### config.mk
export PLATFORM = sky130hd
export DESIGN_NAME = mem_write_arbi_rr
export DESIGN_NICKNAME = d
export VERILOG_FILES = /design/src/rtl/mem_write_arbi_rr.sv
export SDC_FILE = /design/constraint.sdc
export NUM_CORES = 1
export LEC_CHECK = 0
export BUFFER_PORTS_ARGS = -buffer_cell sky130_fd_sc_hd__buf_2
export CAP_MARGIN = 5
export CORE_AREA = 5 5 197 199
export CTS_CLUSTER_SIZE = 12
export DETAILED_ROUTE_END_ITERATION = 6
export DIE_AREA = 0 0 202 204
export PLACE_DENSITY = 0.42
export SLEW_MARGIN = 20
export SYNTH_ARGS = -nofsm -noshare
export SYNTH_HDL_FRONTEND = slang
export SYNTH_SLANG_ARGS = --single-unit
export TNS_END_PERCENT = 5
### constraint.sdc
create_clock -name mem_clk -period 1.9 [get_ports mem_clk]
set_input_delay 0.095 -clock mem_clk [delete_from_list [all_inputs] [get_ports mem_clk]]
set_output_delay 0.095 -clock mem_clk [all_outputs]
set_load 0.05 [all_outputs]
### src/rtl/mem_write_arbi_rr.sv
// Round-robin write-burst arbiter: NUM_CH frame-buffer writers share one DDR burst-engine write port.
// Latency: request to wr_burst_req is 1 cycle; data, data_req and finish are routed combinationally.
// Backpressure: one burst in flight; grant held until finish, then a one-cycle gap before re-arbitration.
// Optional macro ARBI_CH0_PRIORITY_EN: channel 0 wins every other arbitration when it is requesting.
module mem_write_arbi_rr #(
    parameter int NUM_CH = 4,
    parameter int DATA_W = 64,
    parameter int LEN_W  = 10,
    parameter int ADDR_W = 24
) (
    input  logic                       mem_clk,
    input  logic                       rst,
    input  logic [NUM_CH-1:0]          ch_wr_burst_req,
    input  logic [NUM_CH*LEN_W-1:0]    ch_wr_burst_len,
    input  logic [NUM_CH*ADDR_W-1:0]   ch_wr_burst_addr,
    input  logic [NUM_CH*DATA_W-1:0]   ch_wr_burst_data,
    output logic [NUM_CH-1:0]          ch_wr_burst_data_req,
    output logic [NUM_CH-1:0]          ch_wr_burst_finish,
    output logic                       wr_burst_req,
    output logic [LEN_W-1:0]           wr_burst_len,
    output logic [ADDR_W-1:0]          wr_burst_addr,
    output logic [DATA_W-1:0]          wr_burst_data,
    input  logic                       wr_burst_data_req,
    input  logic                       wr_burst_finish,
    output logic [NUM_CH-1:0]          grant_ch
);

    localparam int PTR_W = (NUM_CH > 1) ? $clog2(NUM_CH) : 1;

    typedef enum logic [1:0] {IDLE, BUSY, GAP} state_t;

    state_t             state, state_nxt;
    logic [PTR_W-1:0]   rr_ptr, rr_ptr_nxt;
    logic [PTR_W-1:0]   gnt_idx, gnt_idx_nxt;
    logic [NUM_CH-1:0]  grant_nxt;
    logic               req_nxt;
    logic [LEN_W-1:0]   len_nxt;
    logic [ADDR_W-1:0]  addr_nxt;
    logic [PTR_W-1:0]   rr_sel;
    logic               rr_found;
    logic [PTR_W-1:0]   sel;
    logic [PTR_W-1:0]   gnt_idx_inc;

`ifdef ARBI_CH0_PRIORITY_EN
    // last_gnt_ch0 enforces the "every other burst" limit on channel 0;
    // pri_grant remembers that the current burst bypassed the rr pointer.
    logic               last_gnt_ch0, last_gnt_ch0_nxt;
    logic               pri_grant, pri_grant_nxt;
    logic               use_pri;
`endif

    // Round-robin search: first requester at or above rr_ptr, wrapping explicitly so a
    // non-power-of-two NUM_CH never produces an out-of-range channel index.
    always_comb begin
        int               idx;
        logic [PTR_W-1:0] idx_p;
        idx      = 0;
        idx_p    = '0;
        rr_sel   = '0;
        rr_found = 1'b0;
        for (int k = 0; k < NUM_CH; k++) begin
            idx = int'(rr_ptr) + k;
            if (idx >= NUM_CH) begin
                idx = idx - NUM_CH;
            end
            idx_p = idx[PTR_W-1:0];
            if (!rr_found && ch_wr_burst_req[idx_p]) begin
                rr_found = 1'b1;
                rr_sel   = idx_p;
            end
        end
    end

    // Final channel choice; channel 0 overrides round-robin only when it did not own the
    // previous burst and round-robin would have picked someone else.
`ifdef ARBI_CH0_PRIORITY_EN
    always_comb begin
        use_pri = ch_wr_burst_req[0] && !last_gnt_ch0 && (rr_sel != '0);
        sel     = use_pri ? '0 : rr_sel;
    end
`else
    always_comb begin
        sel = rr_sel;
    end
`endif

    // Pointer advance past the granted channel, wrapping at NUM_CH-1.
    always_comb begin
        gnt_idx_inc = (gnt_idx == PTR_W'(NUM_CH - 1)) ? '0 : gnt_idx + PTR_W'(1);
    end

    // Next-state and next-register values for the IDLE/BUSY/GAP controller.
    always_comb begin
        state_nxt   = state;
        rr_ptr_nxt  = rr_ptr;
        gnt_idx_nxt = gnt_idx;
        grant_nxt   = grant_ch;
        req_nxt     = wr_burst_req;
        len_nxt     = wr_burst_len;
        addr_nxt    = wr_burst_addr;
`ifdef ARBI_CH0_PRIORITY_EN
        last_gnt_ch0_nxt = last_gnt_ch0;
        pri_grant_nxt    = pri_grant;
`endif
        case (state)
            IDLE: begin
                if (rr_found) begin
                    state_nxt   = BUSY;
                    gnt_idx_nxt = sel;
                    grant_nxt   = NUM_CH'(1) << sel;
                    req_nxt     = 1'b1;
                    len_nxt     = ch_wr_burst_len[sel*LEN_W +: LEN_W];
                    addr_nxt    = ch_wr_burst_addr[sel*ADDR_W +: ADDR_W];
`ifdef ARBI_CH0_PRIORITY_EN
                    pri_grant_nxt = use_pri;
`endif
                end
            end
            BUSY: begin
                // Channel inputs are not re-sampled here; only finish releases the grant.
                if (wr_burst_finish) begin
                    state_nxt = GAP;
                    req_nxt   = 1'b0;
                    grant_nxt = '0;
`ifdef ARBI_CH0_PRIORITY_EN
                    rr_ptr_nxt       = pri_grant ? rr_ptr : gnt_idx_inc;
                    last_gnt_ch0_nxt = (gnt_idx == '0);
`else
                    rr_ptr_nxt = gnt_idx_inc;
`endif
                end
            end
            GAP: begin
                // Give the finished channel a cycle to drop its level request.
                state_nxt = IDLE;
            end
            default: begin
                state_nxt = IDLE;
            end
        endcase
    end

    // State and captured burst parameters; reset aborts any grant immediately.
    always_ff @(posedge mem_clk or posedge rst) begin
        if (rst) begin
            state         <= IDLE;
            rr_ptr        <= '0;
            gnt_idx       <= '0;
            grant_ch      <= '0;
            wr_burst_req  <= 1'b0;
            wr_burst_len  <= '0;
            wr_burst_addr <= '0;
`ifdef ARBI_CH0_PRIORITY_EN
            last_gnt_ch0  <= 1'b0;
            pri_grant     <= 1'b0;
`endif
        end else begin
            state         <= state_nxt;
            rr_ptr        <= rr_ptr_nxt;
            gnt_idx       <= gnt_idx_nxt;
            grant_ch      <= grant_nxt;
            wr_burst_req  <= req_nxt;
            wr_burst_len  <= len_nxt;
            wr_burst_addr <= addr_nxt;
`ifdef ARBI_CH0_PRIORITY_EN
            last_gnt_ch0  <= last_gnt_ch0_nxt;
            pri_grant     <= pri_grant_nxt;
`endif
        end
    end

    // Combinational routing to/from the granted channel; gated to BUSY so stray engine
    // strobes while idle never reach a writer.
    always_comb begin
        ch_wr_burst_data_req = '0;
        ch_wr_burst_finish   = '0;
        if (state == BUSY) begin
            if (wr_burst_data_req) ch_wr_burst_data_req = grant_ch;
            if (wr_burst_finish)   ch_wr_burst_finish   = grant_ch;
        end
        wr_burst_data = ch_wr_burst_data[gnt_idx*DATA_W +: DATA_W];
    end

endmodule
* Yosys cells after proc, flatten, opt, wreduce, memory -nomap -nowiden
Cells that the tools add are included.
Widths: inputs -> output; s select.
** Cells by class
- Add/sub/neg operators :: 8
- Multipliers :: 2
- $lt $le $gt $ge :: 8
- Equal/unequal tests :: 4
- Shift-type cells :: 4
- Mux-type cells :: 34
- Reductions and logical operators :: 12
** Operator list (count)
- $shiftx 256x9->64 :: 1
- $shiftx 96x8->24 :: 1
- $shiftx 40x7->10 :: 1
- $mux 4 :: 6
- $mux 2 :: 11
- $lt 2x3->1 const B :: 4
- $mux 1 :: 10
- $ge 3x3->1 const B :: 3
- $bmux 1 s2 :: 4
- $pmux 4 s2 :: 1
- $sub 2x1->2 const B :: 4
- $add 2x2->3 const B :: 2
- $reduce_and 2->1 :: 3
- $mul 2x3->5 const B :: 1
- $mul 2x2->4 const B :: 1
- $ne 2x2->1 const B :: 2
- $pmux 2 s2 :: 1
- $shl 1x2->4 const A :: 1
- $add 2x1->3 const B :: 1
- $ge 2x3->1 const B :: 1
- $logic_and 1x1->1 :: 3
- $logic_not 1->1 :: 3
- $reduce_and 3->1 :: 1
- $add 2x1->2 const B :: 1
- 5 further kinds :: 5
** Storage, ports and cells
- Flip-flop bits (word level) :: 45
- Word-level logic and storage cells :: 79

* Depth between registers and ports, before layout
Gate-level depths: netlist (run 1).
- Word-level depth :: 17
- Mapped depth :: 7

* Worst setup path before layout (run 1)
Ideal clock, no wire load.
- Kind :: register to output
- From :: register gnt_idx[0]
- To :: output wr_burst_data[10]
- Arrival :: 1.614 ns
- Setup slack :: 0.191 ns
- Cell stages (with the launch flop) :: 4
- Buffers on the path :: 2
- Cell sequence :: dfrtp_1 -> buf_2 -> buf_2 -> mux4_2
** Between the ends
- Longest elaborated chain between the ends :: 1
** Ends and longest elaborated chain
- start: declaration :: RTL line 34 : logic [PTR_W-1:0] gnt_idx, gnt_idx_nxt;
- start signal: assignment :: RTL line 160 : gnt_idx <= gnt_idx_nxt;
- $shiftx 256x9->64 :: RTL line 181 : wr_burst_data = ch_wr_burst_data[gnt_idx*DATA_W +: DATA_W];
- end: declaration :: RTL line 22 : output logic [DATA_W-1:0] wr_burst_data,
Every way passes these cells.

* Worst setup path after layout (run 1)
- From :: register gnt_idx[0]
- To :: output wr_burst_data[56]
The elaborated chain is that of the path after synthesis.

==> qor.log, run 1 <==
[global_routing] number of antenna violations at the first check in global routing 26
[layout] nets@finish 1335
[detailed_routing] post-route DRC violation count 0
[clock_tree] library cell used as clock root buffer clkbuf_16
[timing] setup repair after global routing missed its margin true
[synthesis] number of enable-type register cells in the synthesized netlist 0
[timing] maximum frequency from static timing analysis 0.5106 GHz
[synthesis] most frequently used flop master after synthesis dfrtp_1
[place] detailed placement HPWL 29.57 mm
[timing] worst clock skew 7.738 ps
[global_routing] total track usage 16.23%
[clock_tree] worst-case clock buffer depth 2
[clock_tree] TritonCTS clock tree done
[layout] final cell utilization of the core 22.46%
[worst_setup_path] worst reg2reg endpoint wr_burst_len[5]
[detailed_routing] final routed wire length divided by cell count 25.04 um
[worst_setup_path] CP max stage cell dfrtp_4
[global_routing] vias in the first global route 6716
[die] Vert. Die Dim 204 um
[global_routing] total gr overflow 0
[run_status] violations in the final reports negative setup slack
[timing] Final WS setup -58.43 ps
[timing] Tightest Pin Transition 749.8 ps
[synthesis] part of the Yosys area used for sequential elements 25.60%
[flow_run] number of max-capacitance violations reported 0
[die] Die Area 41210 um2
[detailed_routing] post-DR vias/cell 4.462
[timing] Setup TNS -710.5 ps
[timing] worst-case hold slack 51.90 ps
[synthesis] number of distinct library cell variants in the gate-level netlist after synthesis 33
[worst_setup_path] most frequent cell on the critical path buf_4
[worst_setup_path] worst endpoint data arrival time 1860 ps
[clock_tree] count of H-tree levels built during CTS 2
[die] # IOs 511
[synthesis] number of instances in the synthesized netlist 429
[run_status] run status finished with violations
[worst_setup_path] Worst EP required 1800 ps
[synthesis] top cells by area, synth mux4_2, dfrtp_1, a31oi_1
[min_path] Tightest Hold Check Type input port to register
[worst_setup_path] critical register-to-register path startpoint rr_ptr[1]
[timing] Fin. Hold Viols 0
[place] final weighted congestion in routability-driven placement 0.9689
[worst_setup_path] launch point of the worst path gnt_idx[0]
[worst_setup_path] Worst Setup EP wr_burst_data[56]
[power] power density relative to cell area 1728 nW/um2
[synthesis] Synthesis Warnings 0
[detailed_routing] Initial DRC Count 307
[clock_tree] clock latency of the later-clocked register in the worst-skew pair 300 ps
[detailed_routing] drt total wl 35.60 mm
[die] total number of placement rows 71
[synthesis] number of synthesized register bits 45
[power] leakage power summed over all cells 3.976 nW
[detailed_routing] number of vias in the routed layout 6345
[synthesis] total nets after synthesis 830
[worst_setup_path] Setup crit start kind register
[layout] fraction of layout instances using a drive strength above 1 68.02%
[detailed_routing] detailed-router iteration count before antenna repair 5
[clock_tree] clock-pin slew on the worst setup and hold paths 80 ps
[synthesis] post-synth top area share 32.76%
[synthesis] leading cell types by count after synthesis a31oi_1, mux4_2, dfrtp_1
[synthesis] most frequently used cell type in the post-synthesis netlist a31oi_1
[synthesis] Mean Syn Cell Area 10.25 um2
[global_routing] global-route wire length before repair 49.11 mm
[timing] Setup-failing EPs final 31
[die] starting density of the core 11.88%
[synthesis] cell type with the largest total area after synthesis mux4_2
[timing] Pins Over Slew Limit 0
[worst_setup_path] highest fanout seen on the critical path 4
[global_routing] maximum number of pins on one net before global-route repair 38
[synthesis] cell area after synthesis 4399 um2
[worst_setup_path] cell count of the worst reg-to-reg path 6
[clock_tree] number of CTS-inserted buffers 5
[timing] worst slew slack as a fraction of its limit 49.85%
[die] Die X-Extent 202 um
[worst_setup_path] type of the setup path with the least slack register to output pin
[worst_setup_path] worst-path cell chain buf_12 -> buf_4 -> buf_4 -> mux4_2 -> buf_6
[synthesis] fraction of registers with async set/reset 100.0%
[layout] Layout Area Growth over Synthesis 89.16%
[power] worst supply voltage drop on vdd 0.0005894 V
[worst_setup_path] peak per-stage delay on the critical path 500 ps
[clock_tree] # clock sinks 45
[die] core area 37040 um2
[detailed_routing] Antenna Violating Nets Remaining 0
[timing] post-route clock period utilization 103.1%
[worst_setup_path] critical path capture point type output pin
[timing] Period minus WS final 1958 ps
[worst_setup_path] worst reg-to-reg setup slack 120 ps
[place] Port Buffer Count 510
==> layout by cell type (no fill, tap or decap), types with 2 or more instances in the layout <==
master and n:
buf_2 454, a31oi_1 68, mux4_2 64, buf_6 48, dfrtp_1 43, and3_1 42, buf_4 37, o21ai_0 36
nor2_1 36, a22oi_1 33, diode_2 13, nand2_1 10, buf_12 9, nand3_1 6, nor2b_1 5, clkbuf_16 5
nor3_4 3, nand2b_1 3, a21oi_1 3, o21ai_1 3, inv_1 2, dfrtp_4 2
==> cell families after synthesis <==
logic type	count (synthesis)	share of synthesized area [%]
simple gates	108	12.83
flops	45	25.60
mux	65	33.02
buf+inv	56	5.461
compound gates	154	22.81
fa+ha+maj	1	0.2844
==> area by class of cell <==
type / count / area (um2)
flip-flops and latches: 45 / 1134
clock buffers: 5 / 125.1
diodes: 13 / 32.53
clock inverters: 3 / 25.02
inverters: 3 / 11.26
fillers: 4147 / 28720
repair buffers: 550 / 3308
well taps: 474 / 593.1
multi-input cells: 329 / 3093
==> per-stage QoR <==
stage | instances | total power, mW | setup slack, ps | cell area [um2]
finish | 1422 | 14.38 | -58.43 | 8322
global route | 1418 | 15.05 | -114.0 | 8312
CTS | 1409 | 14.57 | -89.77 | 8280
detailed placement | 1393 | 12.43 | -134.3 | 7707
global placement | 1393 | 12.46 | -109.3 | 7707
floorplan | 429 | 9.192 | 191.2 | 4399
==> worst min path at each step <==
stage | cells past startpoint | from | slack (ps) | end
final | 3 | ch_wr_burst_len[9] | 50 | wr_burst_len[9]
after global routing | 2 | wr_burst_finish | 60 | state[0]
after CTS | 3 | ch_wr_burst_len[9] | 30 | wr_burst_len[9]
after detailed placement | 2 | rst | 220 | grant_ch[3]
after global placement | 2 | rst | 210 | wr_burst_len[2]
after floorplan | 1 | wr_burst_finish | 190 | state[0]
==> sequential cells by signal, indices dropped and copies added, names as in the netlist <==
register / cells
rr_ptr: 2
state: 2
gnt_idx: 2
wr_burst_addr: 24
wr_burst_len: 10
grant_ch: 4
wr_burst_req: 1
==> power by group <==
group | internal, mW | total, mW | switching [mW] | leakage (nW)
Sequential | 1.42 | 1.76 | 0.339 | 0.518
Combinational | 4.14 | 11.7 | 7.53 | 3.39
Clock | 0.497 | 0.947 | 0.451 | 0.0705
Total | 6.06 | 14.4 | 8.32 | 3.98
==> metal layers <==
metal  vias up  GRT usage [%]  wire length (um)
met1      3051          19.03             13420
met3        66          4.903              3374
met2       432          28.01             17470
met4        12          6.055              1265
li1       2784              -                 -
met5         -              0                72
==> worst max-delay path, delay by kind of cell (launching register included) <==
family	cells	cell delay [ps]
flip-flops	1	500
multiplexers	1	460
buffers and inverters	4	600
==> timing repair <==
item / in CTS / in global routing
endpoints found under the setup margin: 74 / 87
endpoints found under the hold margin: 21 / 0
setup buffers: 5 / 0
cloned: 2 / 0
gates resized for setup: 104 / 4
pin swaps: 1 / 0
hold buffers: 1 / 0
(Power assumes the default switching activity.)
==> run 2, diff against run 1 <==
- CORE_AREA: 5 5 197 199 -> 2 2 200 202
- PLACE_DENSITY: 0.42 -> 0.41
- RECOVER_POWER: not set -> 25
==> run 2 against run 1 <==
The flow still finishes with violations (negative setup slack); power is 0.71% lower; critical endpoint is now wr_burst_data[23]; sequential share of layout area down 0.069 points; clock power down 0.4%; flip-flop and latch count is the same.
==> qor.log, run 2 (synthesis results as in run 1) <==
[worst_setup_path] highest fanout seen on the critical path 8
[timing] Period minus WS final 1947 ps
[global_routing] vias in the first global route 6593
[clock_tree] clock-pin slew on the worst setup and hold paths 80 ps
[layout] Layout Area Growth over Synthesis 89.70%
[layout] nets@finish 1333
[power] worst supply voltage drop on vdd 0.0004366 V
[timing] Final WS setup -47.44 ps
[global_routing] maximum number of pins on one net before global-route repair 46
[timing] Pins Over Slew Limit 0
[detailed_routing] post-route DRC violation count 0
[place] setup slack at placement -78.92 ps
[worst_setup_path] critical path capture point type output pin
[detailed_routing] number of vias in the routed layout 6317
[timing] Fin. Hold Viols 0
[detailed_routing] post-DR vias/cell 4.300
[die] starting density of the core 11.23%
[die] Die X-Extent 202 um
[clock_tree] worst-case clock buffer depth 2
[layout] most common cell after layout, fill and taps aside buf_2
[clock_tree] number of CTS-inserted buffers 5
[timing] setup repair after global routing missed its margin true
[place] detailed placement HPWL 29.25 mm
[detailed_routing] Antenna Violating Nets Remaining 0
[timing] worst clock skew 8.801 ps
[die] Vert. Die Dim 204 um
[clock_tree] # clock sinks 45
[worst_setup_path] worst endpoint data arrival time 1850 ps
[power] leakage power summed over all cells 3.966 nW
[worst_setup_path] Worst EP required 1800 ps
[detailed_routing] final routed wire length divided by cell count 24.00 um
[place] Port Buffer Count 510
[global_routing] number of antenna violations at the first check in global routing 25
[timing] Setup TNS -458.1 ps
[detailed_routing] Initial DRC Count 392
[die] core area 39180 um2
[worst_setup_path] type of the setup path with the least slack register to output pin
[layout] flip-flop count of the largest register after layout 24
[timing] post-route clock period utilization 102.5%
[die] # IOs 511
[global_routing] global-route wire length before repair 48.34 mm
[layout] largest registers wr_burst_addr (24), wr_burst_len (10), grant_ch (4)
[die] Die Area 41210 um2
[place] final weighted congestion in routability-driven placement 0.9409
[min_path] Tightest Hold Check Type input port to register
[timing] Setup-failing EPs final 17
[power] power density relative to cell area 1711 nW/um2
[clock_tree] library cell used as clock root buffer clkbuf_16
[detailed_routing] detailed-router iteration count before antenna repair 6
[clock_tree] count of H-tree levels built during CTS 2
[layout] highest-count cells in the layout ignoring fill and taps buf_2, a31oi_1, mux4_2
[layout] register with the highest flop count wr_burst_addr
[die] total number of placement rows 73
[timing] maximum frequency from static timing analysis 0.5135 GHz
[run_status] violations in the final reports negative setup slack
[run_status] run status finished with violations
[worst_setup_path] Setup crit start kind register
[clock_tree] clock latency of the later-clocked register in the worst-skew pair 310 ps
[detailed_routing] drt total wl 35.25 mm
[layout] number of fill cells in the layout 4402
[timing] Tightest Pin Transition 802.4 ps
[flow_run] number of max-capacitance violations reported 0
[layout] fraction of layout instances using a drive strength above 1 67.85%
[global_routing] total track usage 16.41%
[global_routing] total gr overflow 0
[clock_tree] TritonCTS clock tree done
[timing] worst slew slack as a fraction of its limit 46.33%
run 2: cell types whose count changed in the layout (fill, tap and decap cells not counted), sizes merged:
cell,change
buf,-3
bufbuf,+1
diode,-2
run 2: layout make-up:
type                    instances  area, um2  share of cell area (%)
flip-flops and latches         45       1131                   13.55
inverters                       3      11.26                  0.1349
clock buffers                   5      125.1                   1.499
repair buffers                548       3266                   39.13
diodes                         11      27.53                  0.3298
clock inverters                 3      25.02                  0.2999
multi-input cells             329       3103                   37.18
well taps                     525      656.9                   7.871
run 2: repair_timing:
item	in CTS	in global routing
hold buffers	1	0
gates cloned	2	0
resized for setup	90	6
endpoints found under the setup margin	74	82
pin swaps	1	0
setup buffers	3	0
endpoints found under the hold margin	45	0
run 2: worst max-delay path, stage by stage, from the launching register on:
cell,delay [ps]
dfrtp_4,430
buf_12,140
bufbuf_16,280
mux4_2,510
buf_6,170
run 2: final timing paths:
kind                            startpoint           endpoint  slack [ps]  cells after the start
max                             gnt_idx[0]  wr_burst_data[23]         -50                      4
min                        wr_burst_finish           state[0]          40                      2
max reg2reg                      rr_ptr[1]  wr_burst_addr[18]         160                      6
min reg2reg                   wr_burst_req       wr_burst_req         470                      2
max in group asynchronous              rst  wr_burst_addr[18]        1240                      4
min in group asynchronous              rst    wr_burst_len[6]         390                      4
run 2: through the flow:
step | hold slack, ps | util [%] | std cells | total power, mW | area (um2)
after floorplan | 190.2 | - | 429 | 9.192 | 4399
after CTS | 24.24 | 21.17 | 1458 | 14.43 | 8295
after detailed placement | 167.8 | 19.91 | 1444 | 12.49 | 7801
after global routing | 39.61 | 21.29 | 1467 | 14.99 | 8341
after global placement | 169.2 | 19.91 | 1444 | 12.56 | 7801
final | 41.01 | 21.30 | 1469 | 14.28 | 8346
run 2: routing by layer:
layer	vias to the layer above	global-route usage, %	wire, um	part of all wire [%]
met3	73	5.293	3171	9.0
met4	20	6.381	1302	3.7
met2	372	29.58	17990	51
li1	2777	-	-	-
met5	-	0	143	0.41
met1	3075	17.83	12640	36
run 2: power breakdown:
part	leakage, nW	total [mW]	internal (mW)	switching [mW]
clock network	0.0705	0.943	0.496	0.447
logic	3.38	11.6	4.10	7.53
registers	0.518	1.70	1.42	0.287
total	3.97	14.3	6.01	8.26
==> run 3, diff against run 2 <==
- SKIP_CTS_REPAIR_TIMING: not set -> 1
==> run 3 against run 2 <==
The run still ends with negative setup slack left; final area down 0.87%; maximum frequency grew 0.36%; flip-flop and latch count unchanged; first-iteration DRC count up 17%; global-route usage fell by 0.42 points; clock-buffer cell count unchanged; setup slack gained 7.0 ps; largest cell class unchanged; largest power group unchanged.
==> qor.log, run 3 (synthesis results as in run 1) <==
[detailed_routing] final routed wire length divided by cell count 23.64 um
[global_routing] number of antenna violations at the first check in global routing 24
[place] Port Buffer Count 510
[timing] post-route clock period utilization 102.1%
[clock_tree] library cell used as clock root buffer clkbuf_16
[worst_setup_path] worst reg-to-reg setup slack 170 ps
[worst_setup_path] highest fanout seen on the critical path 7
[timing] Period minus WS final 1940 ps
[layout] nets@finish 1338
[global_routing] global-route wire length before repair 47.15 mm
[die] Die Area 41210 um2
[global_routing] vias in the first global route 6499
[layout] fraction of layout instances using a drive strength above 1 67.80%
[timing] Fin. Hold Viols 0
[timing] worst clock skew 9.406 ps
[layout] flip-flop count of the largest register after layout 24
[clock_tree] clock latency of the later-clocked register in the worst-skew pair 310 ps
[layout] highest-count cells in the layout ignoring fill and taps buf_2, a31oi_1, mux4_2
[layout] Layout Area Growth over Synthesis 88.05%
[min_path] Tightest Hold Check Type input port to register
[place] final weighted congestion in routability-driven placement 0.9409
[timing] maximum frequency from static timing analysis 0.5153 GHz
[detailed_routing] drt total wl 34.87 mm
[die] Die X-Extent 202 um
[layout] number of non-filler instances in the completed layout 1475
[timing] Tightest Pin Transition 555.2 ps
[global_routing] total gr overflow 0
[timing] Final WS setup -40.44 ps
[die] total number of placement rows 73
[detailed_routing] Initial DRC Count 457
[layout] largest registers wr_burst_addr (24), wr_burst_len (10), grant_ch (4)
[detailed_routing] detailed-router iteration count before antenna repair 4
[worst_setup_path] Worst EP required 1800 ps
[layout] register with the highest flop count wr_burst_addr
[clock_tree] number of CTS-inserted buffers 5
[global_routing] maximum number of pins on one net before global-route repair 46
[place] detailed placement HPWL 29.25 mm
[clock_tree] worst-case clock buffer depth 2
[run_status] run status finished with violations
[worst_setup_path] worst-path cell chain buf_12 -> buf_12 -> buf_12 -> mux4_2 -> buf_6
[layout] post-route standard cell area excluding fillers 8273 um2
[detailed_routing] post-route DRC violation count 0
[worst_setup_path] Setup crit start kind register
[worst_setup_path] most frequent cell on the critical path buf_12
[clock_tree] clock-pin slew on the worst setup and hold paths 80 ps
[die] Vert. Die Dim 204 um
[power] power density relative to cell area 1697 nW/um2
[worst_setup_path] Crit path max-delay family buffers and inverters
[worst_setup_path] critical path capture point type output pin
[worst_setup_path] worst endpoint data arrival time 1850 ps
[worst_setup_path] peak per-stage delay on the critical path 490 ps
[die] starting density of the core 11.23%
[flow_run] number of max-capacitance violations reported 0
[worst_setup_path] total buffers and inverters traversed by the critical path 4
[power] leakage power summed over all cells 3.951 nW
[clock_tree] TritonCTS clock tree done
[global_routing] total track usage 15.99%
[power] worst supply voltage drop on vdd 0.0004680 V
[run_status] violations in the final reports negative setup slack
[die] # IOs 511
[clock_tree] count of H-tree levels built during CTS 2
[timing] setup repair after global routing missed its margin true
[worst_setup_path] type of the setup path with the least slack register to output pin
[clock_tree] # clock sinks 45
[place] placed instance count 1444
[detailed_routing] number of vias in the routed layout 6307
[timing] Pins Over Slew Limit 0
[place] Placed Instance Area 7801 um2
[timing] worst slew slack as a fraction of its limit 62.89%
[timing] worst-case hold slack 37.79 ps
[die] core area 39180 um2
[power] sum of internal, switching and leakage power 14.04 mW
[worst_setup_path] CP max stage cell dfrtp_4
[layout] most common cell after layout, fill and taps aside buf_2
[timing] Setup-failing EPs final 42
[place] setup slack at placement -78.92 ps
[detailed_routing] Antenna Violating Nets Remaining 0
[detailed_routing] post-DR vias/cell 4.276
run 3: changes by cell type in the layout (fill, tap and decap cells not counted), sizes merged:
cell	change
diode	+1
clkbuf	+3
nor3	-1
bufbuf	-1
buf	+4
run 3: metal layers:
layer,share of wire [%],routed length [um],track usage (%)
met3,9.2,3220,5.054
met2,51,17830,28.90
met4,3.5,1228,6.014
met1,36,12460,17.45
met5,0.39,136,0
run 3: worst paths after layout:
check / cells after the start / to / startpoint
worst max register to register: 6 / wr_burst_addr[18] / rr_ptr[1]
max in group asynchronous: 4 / wr_burst_addr[21] / rst
worst max-delay path: 5 / wr_burst_data[47] / gnt_idx[0]
min in group asynchronous: 4 / wr_burst_req / rst
worst min register to register: 2 / wr_burst_req / wr_burst_req
worst min-delay path: 2 / state[0] / wr_burst_finish
run 3: cell type report:
class	count	area (um2)
multi-input cells	328	3077
flip-flops and latches	45	1131
clock buffers	5	125.1
fillers	4409	30910
repair buffers	554	3217
inverters	3	11.26
diodes	12	30.03
clock inverters	3	25.02
well taps	525	656.9
run 3: per-stage QoR:
stage               utilization [%]  setup TNS, ps
floorplan                         -              0
global placement              19.91         -847.8
detailed placement            19.91         -415.0
CTS                           20.29          -8063
global route                  21.09          -4114
finish                        21.11         -894.3
run 3: power breakdown:
group / internal [mW] / switching [mW]
registers: 1.42 / 0.281
clock network: 0.496 / 0.454
logic: 3.89 / 7.50
total: 5.80 / 8.23
